### config.mk
export PLATFORM = sky130hd
export DESIGN_NAME = fpga_input_debouncer
export DESIGN_NICKNAME = d
export VERILOG_FILES = /design/src/rtl/fpga_input_debouncer_pkg.sv /design/src/rtl/debounce_channel.sv /design/src/rtl/fpga_input_debouncer.sv
export SDC_FILE = /design/constraint.sdc
export NUM_CORES = 1
export LEC_CHECK = 0
export ABC_CLOCK_PERIOD_IN_PS = 6800
export BUFFER_PORTS_ARGS = -buffer_cell sky130_fd_sc_hd__buf_2
export CAP_MARGIN = 30
export CORE_UTILIZATION = 50
export CTS_BUF_LIST = sky130_fd_sc_hd__clkbuf_8
export CTS_CLUSTER_DIAMETER = 120
export DETAILED_ROUTE_END_ITERATION = 8
export HOLD_SLACK_MARGIN = 0.02
export PLACE_DENSITY = 0.67
export SETUP_SLACK_MARGIN = 0.1
export SLEW_MARGIN = 25
export SYNTH_ARGS = -nofsm -noshare
export SYNTH_HDL_FRONTEND = slang
export SYNTH_SLANG_ARGS = --single-unit
### constraint.sdc
create_clock -name clk -period 6.8 [get_ports clk]
set_clock_uncertainty 0.05 [all_clocks]
set_input_delay 0.34 -clock clk [delete_from_list [all_inputs] [get_ports clk]]
set_output_delay 0.34 -clock clk [all_outputs]
set_load 0.005 [all_outputs]
### src/rtl/fpga_input_debouncer_pkg.sv
// Shared types and sizing helpers for the board-input debouncer.
package fpga_input_debouncer_pkg;

   typedef enum logic [1:0] {
      STABLE_LO = 2'd0,
      WAIT_HI   = 2'd1,
      STABLE_HI = 2'd2,
      WAIT_LO   = 2'd3
   } deb_state_t;

   // Wide enough to hold STABLE_CYCLES itself.
   function automatic int cnt_width(input int stable_cycles);
      return $clog2(stable_cycles + 1);
   endfunction

endpackage

### src/rtl/debounce_channel.sv
// One input bit: 2-flop synchronizer, then a counter FSM that needs STABLE_CYCLES+1 matching samples.
// Latency from pin change to dout/rise/fall is 2+STABLE_CYCLES cycles; no backpressure.
module debounce_channel
   import fpga_input_debouncer_pkg::*;
#(
   parameter int   STABLE_CYCLES = 500000,
   parameter logic RST_BIT       = 1'b0
) (
   input  logic clk,
   input  logic rst_n,
   input  logic din,
   output logic dout,
   output logic rise,
   output logic fall,
   output logic busy
);

   localparam int              CW        = cnt_width(STABLE_CYCLES);
   localparam logic [CW-1:0]   CNT_TGT   = CW'(STABLE_CYCLES);
   localparam logic [CW-1:0]   CNT_ONE   = CW'(1);
   localparam deb_state_t      RST_STATE = RST_BIT ? STABLE_HI : STABLE_LO;

   logic          s1_q, s2_q;
   deb_state_t    state_q, state_d;
   logic [CW-1:0] cnt_q, cnt_d;
   logic          dout_q, dout_d;
   logic          rise_q, rise_d;
   logic          fall_q, fall_d;
   logic          busy_q, busy_d;

   always_comb begin
      state_d = state_q;
      cnt_d   = cnt_q;
      dout_d  = dout_q;
      rise_d  = 1'b0;
      fall_d  = 1'b0;
      case (state_q)
         STABLE_LO: begin
            if (s2_q) begin
               state_d = WAIT_HI;
               cnt_d   = CNT_ONE;
            end
         end
         WAIT_HI: begin
            if (!s2_q) begin
               state_d = STABLE_LO;
               cnt_d   = '0;
            end else if (cnt_q == CNT_TGT) begin
               state_d = STABLE_HI;
               cnt_d   = '0;
               dout_d  = 1'b1;
               rise_d  = 1'b1;
            end else if (cnt_q != '1) begin
               cnt_d = cnt_q + CNT_ONE;
            end
         end
         STABLE_HI: begin
            if (!s2_q) begin
               state_d = WAIT_LO;
               cnt_d   = CNT_ONE;
            end
         end
         WAIT_LO: begin
            if (s2_q) begin
               state_d = STABLE_HI;
               cnt_d   = '0;
            end else if (cnt_q == CNT_TGT) begin
               state_d = STABLE_LO;
               cnt_d   = '0;
               dout_d  = 1'b0;
               fall_d  = 1'b1;
            end else if (cnt_q != '1) begin
               cnt_d = cnt_q + CNT_ONE;
            end
         end
         default: begin
            state_d = RST_STATE;
            cnt_d   = '0;
         end
      endcase
      // Registered from the next state so busy lines up with the WAIT cycles.
      busy_d = (state_d == WAIT_HI) || (state_d == WAIT_LO);
   end

   always_ff @(posedge clk or negedge rst_n) begin
      if (!rst_n) begin
         s1_q    <= RST_BIT;
         s2_q    <= RST_BIT;
         state_q <= RST_STATE;
         cnt_q   <= '0;
         dout_q  <= RST_BIT;
         rise_q  <= 1'b0;
         fall_q  <= 1'b0;
         busy_q  <= 1'b0;
      end else begin
         s1_q    <= din;
         s2_q    <= s1_q;
         state_q <= state_d;
         cnt_q   <= cnt_d;
         dout_q  <= dout_d;
         rise_q  <= rise_d;
         fall_q  <= fall_d;
         busy_q  <= busy_d;
      end
   end

   assign dout = dout_q;
   assign rise = rise_q;
   assign fall = fall_q;
   assign busy = busy_q;

endmodule

### src/rtl/fpga_input_debouncer.sv
// WIDTH independent debounced board inputs with registered level, edge-event and busy outputs.
// Latency 2+STABLE_CYCLES cycles per accepted change; no backpressure.
module fpga_input_debouncer
   import fpga_input_debouncer_pkg::*;
#(
   parameter int               WIDTH         = 5,
   parameter int               STABLE_CYCLES = 500000,
   parameter logic [WIDTH-1:0] RST_VAL       = '0
) (
   input  logic             clk,
   input  logic             rst_n,
   input  logic [WIDTH-1:0] din,
   output logic [WIDTH-1:0] dout,
   output logic [WIDTH-1:0] rise,
   output logic [WIDTH-1:0] fall,
   output logic [WIDTH-1:0] busy
);

   for (genvar i = 0; i < WIDTH; i++) begin : g_ch
      debounce_channel #(
         .STABLE_CYCLES (STABLE_CYCLES),
         .RST_BIT       (RST_VAL[i])
      ) u_ch (
         .clk   (clk),
         .rst_n (rst_n),
         .din   (din[i]),
         .dout  (dout[i]),
         .rise  (rise[i]),
         .fall  (fall[i]),
         .busy  (busy[i])
      );
   end

endmodule

==> impl_results.md, run 1 <==
* Worst Setup Start Kind: register
* Count of cell types in the netlist at 69
* Largest net degree at the start of global routing at slightly below 70
* Area contributors post-synth: dfrtp_1, a21oi_1, a31oi_1, o21ai_0, nand3_1
* Crit path required time at 7.07 ns
* ANT nets after route at 0
* Synth top area share at between 40% and 50%
* Critical Path Fanout Max at 16
* CTS tree: done
* Final net count at 844
* Final setup vio count at 0
* Critical path capture point type: register
* Measured slew at the worst slew-check pin at 0.902 ns
* Ys async rst share at 100%
* Via-to-Cell Ratio at ~6.3
* Mapped Area at around 0.0074 sq mm
* First-iteration detailed-routing DRC count at ~470
* RSZ-0062 raised after global routing: no
* Vias in the first global route at 6010
* Post-Syn Nets at 842
* Max VDD drop at 130 uV
* Status: completed
* Initial antenna violation count at 0
* Top_reg_cell synth: dfrtp_1
* Min-delay worst type: reg -> reg
* Die W at 123 um
* Resize count post-CTS at 0
* R2R setup slack at 4.26 ns
* H-tree Lvls at 4
* Wire per inst at 16.2 um
* Maximum clock rate at 0.393 GHz
* Die area at 0.0152 sq mm
* Relative slew margins at 39.3%
* Row cnt at 43
* CTS buffer count at 17
* DP HPWL at 11400 um
* Area grow syn2layout at 7.29%
* GRT Overall Usage at 23.4%
* Pre-CTS setup slack at 4.32 ns
* Period utilization at 37.4%
* Clk slew on worst S/H paths at 0.07 ns
* Commonest cells after routing, fill and taps aside: dfrtp_1, nand2_1, a21oi_1, o21ai_0, nand3_1
* GPL Wtd Cong at 0.889
* Post-synthesis cell count at 825
* Detailed Routing Iterations Pass 1 at 5
* I/O pin cnt at 27
* Commonest non-fill, non-tap cell in the layout: dfrtp_1
* Layout cells sized above 1 at between 10% and 20%
* Avg Synthesized Cell Area at between 8 and 9 sq um
* Number of flops mapped to enable cells by yosys at 0
* Crit Path Class: reg -> reg
* Gr ovfl total at 0
* Slew Viols, Final at 0
* Max Cap Viol at 0
* Root buf cell: clkbuf_8
* Setup ws final at 4.26 ns
* Post-CTS Setup Repair Bufs at 0
* Sink Count at 130
* PortBufs at 26
* Remaining DRCs at 0
* Routed via count at 6375
* CP Data Arrival Time at 2.81 ns
* Post-synthesis sequential element count at 130
* Clk_lat worst skew at 0.43 ns
* Leading area contributor after synthesis: dfrtp_1
* Hold_buf cts at 6
* Core ar. at 0.0141 sq mm
* Die height at roughly 120 um
* Sequential share of the synthesized area at 44.3%
* Final min period at 2.54 ns
* Final-report hold violation count at 0
* Detailed Route WL at 16500 um
* Pwr Density at 191 mW/mm^2
* Setup TNS at 0 ns
* Ant diodes at 0
* First-pass GRT wire length at about 28000 um
* Fillers at 1243
* Ys Warns at 0
* CTS Buffer Depth at 2
* Initial core utilization at 52.1%
* Pleak at 3.26 nW
-- Yosys cell counts, types with 6 or more instances --
| cell | number |
|---|---|
| nand2_1 | 69 |
| buf_4 | 20 |
| a21o_1 | 13 |
| nand4_1 | 25 |
| nor4b_1 | 6 |
| buf_2 | 11 |
| ha_1 | 10 |
| nor3_1 | 27 |
| clkbuf_1 | 22 |
| and3_1 | 16 |
| o21ai_0 | 53 |
| or4_1 | 7 |
| and4_1 | 8 |
| or4b_1 | 6 |
| dfrtp_1 | 130 |
| nand3_1 | 52 |
| and2_1 | 13 |
| o31ai_1 | 7 |
| a21oi_1 | 66 |
| a31oi_1 | 50 |
| nor2_1 | 44 |
| o211ai_1 | 6 |
| inv_1 | 36 |
| a41oi_1 | 14 |
| nor4_1 | 10 |
-- layout make-up --
cell class	instances	area, sq um	share of cell area [%]
clock buffers	20	275	3.49
clock inverters	11	87.6	1.11
inverters	36	135	1.71
multi-input cells	604	3670	46.5
flip-flops and latches	130	3250	41.3
well taps	180	225	2.86
repair buffers	38	239	3.03
-- metal layers --
| layer | vias up | global-route usage [%] | share of wire [%] |
|---|---|---|---|
| li1 | 3099 | - | - |
| met4 | 0 | 6.40 | 0.79 |
| met2 | 189 | 36.8 | 47 |
| met3 | 12 | 5.30 | 4.5 |
| met1 | 3075 | 32.3 | 48 |
| met5 | - | 0 | 0 |
-- power breakdown --
part	leakage (nW)	switching, mW	internal, mW	total, mW
sequential	1.77	0.0171	0.786	0.803
clock	0.186	0.294	0.311	0.604
combinational	1.31	0.0680	0.0332	0.101
-- stage by stage --
stage	std cells	hold slack (ns)	area, sq um	util [%]	total power, mW
4_1_cts	1018	0.302	7880	55.9	1.53
5_1_grt	1019	0.313	7890	55.9	1.58
6_report	1019	0.302	7890	55.9	1.51
2_1_floorplan	825	-0.00559	7350	-	0.879
3_3_place_gp	981	0.282	7460	52.9	0.912
3_5_place_dp	981	0.286	7460	52.9	0.917
-- flip-flops by register name, summed over array words and instances (netlist names) --
name,count
g_ch.u_ch.cnt_q,95
g_ch.u_ch.state_q,8
g_ch.u_ch.dout,5
g_ch.u_ch.fall,5
g_ch.u_ch.rise,5
g_ch.u_ch.s1_q,5
g_ch.u_ch.s2_q,5
g_ch.u_ch.busy,2
-- path summary, 6_finish.rpt --
check | start | to | cells past startpoint
max reg2reg | g_ch[3].u_ch.cnt_q[0]$_DFFE_PN0P_ | g_ch[3].u_ch.cnt_q[17]$_DFFE_PN0P_ | 9
min | g_ch[1].u_ch.s1_q$_DFF_PN0_ | g_ch[1].u_ch.s2_q$_DFF_PN0_ | 0
min in group asynchronous | rst_n | g_ch[4].u_ch.dout$_DFFE_PN0P_ | 2
max | g_ch[3].u_ch.cnt_q[0]$_DFFE_PN0P_ | g_ch[3].u_ch.cnt_q[17]$_DFFE_PN0P_ | 9
min reg2reg | g_ch[1].u_ch.s1_q$_DFF_PN0_ | g_ch[1].u_ch.s2_q$_DFF_PN0_ | 0
max in group asynchronous | rst_n | g_ch[0].u_ch.cnt_q[2]$_DFFE_PN0P_ | 3
-- cell families (layout without fill, tap and decap cells) --
logic type	after synthesis	after routing	synth area share, %
fa+ha+maj	10	10	1.70
simple gates	320	320	24.0
compound gates	264	264	22.9
mux	3	3	0.426
flops	130	130	44.3
xor+xnor	7	7	0.834
buf+inv	91	105	5.86
-- critical path, stage by stage, from the launching register on --
cell	delay [ns]
dfrtp_1	0.45
inv_1	0.08
ha_1	0.16
or4bb_1	0.44
nor3_2	0.20
a21oi_1	0.23
clkbuf_2	0.23
buf_4	0.20
a21o_1	0.17
a22o_1	0.22
Power figures use the tool's default switching activity.
==> run 2: changes to the inputs <==
ABC_CLOCK_PERIOD_IN_PS = 2580   (was 6800)
clock period = 2.58 ns   (was 6.8 ns; I/O delays follow)
==> run 2 against run 1 <==
  * Total power rose to 3.0 times the previous value
  * Clock-buffer cell count down 2
  * Worst setup slack worse by 4.0 ns
  * Maximum frequency up 11%
  * Combinational power rose to 2.8 times the previous value
  * Cell area up 2.4%
  * Worst hold slack worse by 0.12 ns
  * Register-to-register slack worse by 4.0 ns
  * Clock power rose to 3.5 times the previous value
  * Via count up 2.2%
  * Core utilization up 1.3 points
  * Critical endpoint is now g_ch[1].u_ch.cnt_q[12]$_DFFE_PN0P_
  * Highest routed layer unchanged
==> impl_results.md, run 2 (same netlist as run 1, synthesis figures left out) <==
* CP max-delay cell: or4b_1
* Design Area, Final at 0.00808 sq mm (+2.4%)
* Vias in the first global route at 5890 (-2.0%)
* Setup TNS at 0 ns (unchanged)
* CTS Buffer Depth at 2 (unchanged)
* Worst Setup Start Kind: register
* Die area at 0.0152 sq mm (unchanged)
* R2R setup slack at 0.28 ns (-3.97 ns)
* Clk_lat worst skew at 0.45 ns (+0.02 ns)
* Largest net degree at the start of global routing at 66 (-4.3%)
* Detailed Routing Iterations Pass 1 at 5 (unchanged)
* Final setup vio count at 0 (unchanged)
* Clk slew on worst S/H paths at 0.08 ns (about the same)
* Pre-CTS setup slack at 0.285 ns (-4.04 ns)
* Layout cells sized above 1 at 11.4% (+1.2 points)
* Area of the multi-input gates at 0.00367 sq mm (unchanged)
* Ant diodes at 0 (unchanged)
* Routed via count at 6515 (+2.2%)
* Cell Chain, Critical Path: or4b_1, nor3_2, a21o_1, o21ai_0, a21bo_2
* Max VDD drop at 491 uV (+280%)
* Remaining DRCs at 0 (unchanged)
* Pwr Density at 555 mW/mm^2 (+190%)
* ANT nets after route at 0 (unchanged)
* Initial antenna violation count at 0 (unchanged)
* Fillers at 1229 (-1.1%)
* GRT Overall Usage at 23.2% (-0.12 points)
* Most flops, register: g_ch.u_ch.cnt_q
* Gr ovfl total at 0 (unchanged)
* GPL Wtd Cong at 0.883 (-0.71%)
* Critical Path Fanout Max at 13 (-3)
* Die W at 123 um (unchanged)
* CTS buffer count at 17 (unchanged)
* Hold Worst Slack at 0.185 ns (-0.116 ns)
* Wire per inst at 16.3 um (+0.53%)
* Final min period at 2.30 ns (-0.247 ns)
* Period utilization at 89.0% (+52 points)
* Via-to-Cell Ratio at 6.33 (+1.2%)
* DP HPWL at 11600 um (+2.5%)
* Status: completed
* Measured slew at the worst slew-check pin at 0.718 ns (-0.184 ns)
* Row cnt at 43 (unchanged)
* Commonest non-fill, non-tap cell in the layout: dfrtp_1
* Sink Count at 130 (unchanged)
* Final-report hold violation count at 0 (unchanged)
* Area grow syn2layout at 9.87%
* Crit Path Class: reg -> reg
* Critical path capture point type: register
* Pleak at 3.35 nW (+2.8%)
* Setup ws final at 0.284 ns (-3.97 ns)
* First-pass GRT wire length at 27800 um (-1.8%)
* Min-delay worst type: in -> async
* Die height at 123 um (unchanged)
* Post-placement cell area at 0.00753 sq mm (+1.0%)
* PortBufs at 26 (unchanged)
* Commonest cells after routing, fill and taps aside: dfrtp_1, nand2_1, a21oi_1, o21ai_0, nand3_1
* Relative slew margins at 51.7% (+12 points)
* Max Cap Viol at 0 (unchanged)
* Crit path required time at 2.88 ns (-4.19 ns)
* Pwr Total at 4.48 mW (+200%)
* Crit-path max cell delay at 0.55 ns (+0.10 ns)
* Maximum clock rate at 0.436 GHz (+11%)
* Final net count at 853 (+1.1%)
* H-tree Lvls at 4 (unchanged)
* Initial core utilization at 52.1% (unchanged)
* Regs by FF count: g_ch.u_ch.cnt_q x95, g_ch.u_ch.state_q x8
* Detailed Route WL at 16800 um (+1.5%)
* Core ar. at 0.0141 sq mm (unchanged)
* Root buf cell: clkbuf_8
* CP Data Arrival Time at 2.59 ns (-0.22 ns)
* I/O pin cnt at 27 (unchanged)
* Slew Viols, Final at 0 (unchanged)
* CTS tree: done
* Post-CTS Setup Repair Bufs at 0 (unchanged)
* RSZ-0062 raised after global routing: no
* First-iteration detailed-routing DRC count at 545 (+15%)
* Largest register FFs at 95 (unchanged)
* Storage cell area at 0.00325 sq mm (unchanged)
==> run 2: metrics by stage <==
step                      utilization, %  cells
after detailed placement            53.4    991
after global placement              53.4    991
after global routing                57.3   1029
after CTS                           57.3   1029
final                               57.3   1029
after floorplan                        -    825
==> run 2: layer usage <==
layer	GRT usage, %	wire length [um]	part of all wire (%)
met1	32.6	8130	49
met2	35.7	7710	46
met3	5.58	760	4.5
met4	6.70	155	0.93
met5	0	0	0
==> run 2: timing repair <==
item	4_1_cts	5_1_grt
hold buffers	6	0
endpoints found under the setup margin	0	3
hold endpoints to repair	67	0
resized for setup	0	1
==> run 2: worst paths after layout <==
check	startpoint	end	depth (start not counted)
max	g_ch[1].u_ch.cnt_q[2]$_DFFE_PN0P_	g_ch[1].u_ch.cnt_q[12]$_DFFE_PN0P_	5
min	rst_n	g_ch[1].u_ch.cnt_q[0]$_DFFE_PN0P_	2
max reg2reg	g_ch[1].u_ch.cnt_q[2]$_DFFE_PN0P_	g_ch[1].u_ch.cnt_q[12]$_DFFE_PN0P_	5
min reg2reg	g_ch[3].u_ch.s1_q$_DFF_PN0_	g_ch[3].u_ch.s2_q$_DFF_PN0_	0
max in group asynchronous	rst_n	g_ch[4].u_ch.cnt_q[7]$_DFFE_PN0P_	3
min in group clk	din[1]	g_ch[1].u_ch.s1_q$_DFF_PN0_	2
==> run 2: critical path: cells and delay by family (launching register included) <==
family | cells | cell delay [ns]
and+or+nand+nor | 2 | 0.85
AOI/OAI and AO/OA | 3 | 0.83
DFF | 1 | 0.46
==> run 2: area by class of cell <==
cell class / instances / area share [%]
multi-input combinational: 604 / 45.5
clock buffer: 18 / 3.07
clock inverter: 14 / 2.91
tap: 180 / 2.79
sequential: 130 / 40.3
inverter: 36 / 1.67
timing repair buffer: 47 / 3.83
==> run 2: report_power, final <==
group	leakage (nW)	switching [mW]	internal [mW]
registers	1.77	0.0449	2.07
clock network	0.235	0.817	1.27
logic	1.35	0.184	0.0948
total	3.35	1.05	3.44
==> run 3: changes to the inputs <==
--- a/config.mk
+++ b/config.mk
@@ -9,10 +9,10 @@
 export BUFFER_PORTS_ARGS = -buffer_cell sky130_fd_sc_hd__buf_2
 export CAP_MARGIN = 30
-export CORE_UTILIZATION = 50
+export CORE_UTILIZATION = 65
 export CTS_BUF_LIST = sky130_fd_sc_hd__clkbuf_8
 export CTS_CLUSTER_DIAMETER = 120
 export DETAILED_ROUTE_END_ITERATION = 8
 export HOLD_SLACK_MARGIN = 0.02
-export PLACE_DENSITY = 0.67
+export PLACE_DENSITY = 0.83
 export SETUP_SLACK_MARGIN = 0.1
 export SLEW_MARGIN = 25
--- a/constraint.sdc
+++ b/constraint.sdc
@@ -3,3 +3,3 @@
 set_input_delay 0.129 -clock clk [delete_from_list [all_inputs] [get_ports clk]]
 set_output_delay 0.129 -clock clk [all_outputs]
-set_load 0.005 [all_outputs]
+set_load 0.1 [all_outputs]
==> run 3 against run 2 <==
  * Total power shrank 1.1%
  * Clock power shrank 4%
  * Sequential power is essentially flat
  * Flip-flop and latch count is the same
  * Critical path depth is the same
  * Clock-buffer cell count grew 1
  * Die area shrank 23%
  * Sequential share of layout area grew 0.18 points
  * Routed wire length grew 2.6%
  * Maximum frequency shrank 1.5%
  * Core utilization grew 16 points
  * Via count grew 2.3%
==> impl_results.md, run 3 (same netlist as run 1, synthesis figures left out) <==
* Status: completed
* Grt met1 use at 43.9% (+11 points)
* Commonest cells after routing, fill and taps aside: dfrtp_1, nand2_1, a21oi_1, o21ai_0, nand3_1
* Clk slew on worst S/H paths at 0.07 ns (about the same)
* CTS buffer count at 17 (unchanged)
* Regs by FF count: g_ch.u_ch.cnt_q x95, g_ch.u_ch.state_q x8
* Detailed Routing Iterations Pass 1 at 7 (+2)
* Area grow syn2layout at 9.40%
* Comb power frac at 7.0% (+0.8 points)
* Detailed Route WL at 17200 um (+2.6%)
* Setup TNS at 0 ns (unchanged)
* Clk_lat worst skew at 0.45 ns (about the same)
* Layout cells sized above 1 at 11.3% (-0.12 points)
* I/O pin cnt at 27 (unchanged)
* Sequential share of power at 47.7% (+0.5 points)
* Sink Count at 130 (unchanged)
* Vias in the first global route at 6280 (+6.6%)
* Remaining DRCs at 0 (unchanged)
* Largest register FFs at 95 (unchanged)
* Largest net degree at the start of global routing at 83 (+26%)
* Critical path capture point type: register
* Design Area, Final at 0.00804 sq mm (-0.43%)
* R2R setup slack at 0.25 ns (-0.03 ns)
* Final Util at 73.5% (+16 points)
* Max Cap Viol at 0 (unchanged)
* Worst Setup Start Kind: register
* Met2 usage at 50.2% (+14 points)
* Reg2reg path depth at 5 (unchanged)
* Period utilization at 90.3% (+1.3 points)
* Cells after DPL at 950 (-4.1%)
* Final min period at 2.33 ns (+0.0344 ns)
* PortBufs at 26 (unchanged)
* Worst reg2reg startpoint: g_ch[0].u_ch.cnt_q[6]$_DFFE_PN0P_
* Core ar. at 0.0109 sq mm (-22%)
* M3 GR Usage at 7.59% (+2.0 points)
* Int Power at 3.37 mW (-2.0%)
* Pleak at 3.37 nW (+0.48%)
* Die height at 108 um (-12%)
* Post-CTS Setup Repair Bufs at 0 (unchanged)
* ANT nets after route at 0 (unchanged)
* Commonest non-fill, non-tap cell in the layout: dfrtp_1
* Pwr Total at 4.43 mW (-1.1%)
* Gr ovfl total at 0 (unchanged)
* CTS tree: done
* Min-delay worst type: in -> async
* Reg2reg end: g_ch[0].u_ch.cnt_q[4]$_DFFE_PN0P_
* Maximum clock rate at 0.429 GHz (-1.5%)
* Net switching fraction of the power at 24.0% (+0.66 points)
* Pre-CTS setup slack at 0.245 ns (-0.0397 ns)
* Hold Worst Slack at 0.227 ns (+0.0414 ns)
* Pwr Density at 551 mW/mm^2 (-0.68%)
* First-pass GRT wire length at 29300 um (+5.3%)
* Clock power share at 45.3% (-1.3 points)
* Final-report hold violation count at 0 (unchanged)
* CP Data Arrival Time at 2.63 ns (+0.04 ns)
* DP HPWL at 11700 um (+0.35%)
* First-iteration detailed-routing DRC count at 581 (+6.6%)
* Initial antenna violation count at 0 (unchanged)
* Die area at 0.0117 sq mm (-23%)
* CTS Buffer Depth at 2 (unchanged)
* Wire per inst at 17.4 um (+6.8%)
* Post-placement cell area at 0.00748 sq mm (-0.65%)
* GPL Wtd Cong at 0.904 (+2.4%)
* RSZ-0062 raised after global routing: yes
* Most flops, register: g_ch.u_ch.cnt_q
* GRT Overall Usage at 31.8% (+8.6 points)
* Slew Viols, Final at 0 (unchanged)
* Final non-filler cell total at 989 (-3.9%)
* Final setup vio count at 0 (unchanged)
* H-tree Lvls at 4 (unchanged)
* GR peak layer: met2
* Max VDD drop at 650 uV (+32%)
* Final net count at 853 (unchanged)
* Measured slew at the worst slew-check pin at 0.781 ns (+0.0629 ns)
* Crit path required time at 2.88 ns (about the same)
* Crit Path Class: reg -> reg
* Sw Pwr at 1.06 mW (+1.7%)
* Relative slew margins at 47.8% (-3.9 points)
* Root buf cell: clkbuf_8
* Routed via count at 6667 (+2.3%)
* Critical Path Fanout Max at 9 (-4)
* Setup ws final at 0.250 ns (-0.0344 ns)
* Via-to-Cell Ratio at 6.74 (+6.5%)
* Initial core utilization at 67.2% (+15 points)
* Row cnt at 38 (-12%)
* Ant diodes at 0 (unchanged)
* Die W at 108 um (-12%)
## run 3: cell types whose count changed in the layout (fill, tap and decap cells not counted), sizes merged
cell         change
clkbuf           +1
buf              -1
dlygate4sd3      +1
inv              +2
bufinv           -1
clkinv           -2
## run 3: layout make-up
type	count	area [sq um]
Sequential cell	130	3250
Inverter	36	135
Clock inverter	13	208
Timing Repair Buffer	47	320
Tap cell	140	175
Fill cell	799	2890
Multi-Input combinational cell	604	3690
Clock buffer	19	262
## run 3: power by group through the flow
stage	clock network [mW]	registers, mW	logic (mW)
finish	2.01	2.11	0.309
detailed placement	0	2.15	0.296
CTS	2.04	2.11	0.307
global route	2.15	2.12	0.348
global placement	0	2.15	0.286
floorplan	0	2.14	0.206
## run 3: worst max-delay path by stage
stage | from | endpoint | slack, ns | depth (start not counted)
2_1_floorplan | g_ch[3].u_ch.cnt_q[0]$_DFFE_PN0P_ | g_ch[3].u_ch.cnt_q[0]$_DFFE_PN0P_ | 0.45 | 7
3_3_place_gp | g_ch[1].u_ch.cnt_q[2]$_DFFE_PN0P_ | g_ch[1].u_ch.cnt_q[16]$_DFFE_PN0P_ | 0.36 | 6
3_5_place_dp | g_ch[1].u_ch.cnt_q[2]$_DFFE_PN0P_ | g_ch[1].u_ch.cnt_q[16]$_DFFE_PN0P_ | 0.25 | 6
4_1_cts | g_ch[1].u_ch.cnt_q[2]$_DFFE_PN0P_ | g_ch[1].u_ch.cnt_q[16]$_DFFE_PN0P_ | 0.24 | 6
5_1_grt | g_ch[0].u_ch.cnt_q[6]$_DFFE_PN0P_ | g_ch[0].u_ch.cnt_q[4]$_DFFE_PN0P_ | 0.04 | 5
6_report | g_ch[0].u_ch.cnt_q[6]$_DFFE_PN0P_ | g_ch[0].u_ch.cnt_q[4]$_DFFE_PN0P_ | 0.25 | 5
## run 3: what timing repair did
item                       in CTS  in global routing
hold buffers                    7                  0
setup endpoints to repair       0                 11
hold endpoints to repair      135                  0
resized for setup               0                  4
## run 3: per-layer routing
layer,wire (um),up-vias,share of wire [%]
li1,-,3140,-
met1,7560,3244,44
met5,0,-,0
met3,1080,17,6.3
met4,157,0,0.91
met2,8400,266,49
## run 3: critical path, cell delays in order, from the launching register on
cell      delay (ns)
dfrtp_1         0.45
nor4b_1         0.40
nand3_1         0.24
o211ai_1        0.65
o21ai_0         0.20
a21bo_2         0.24
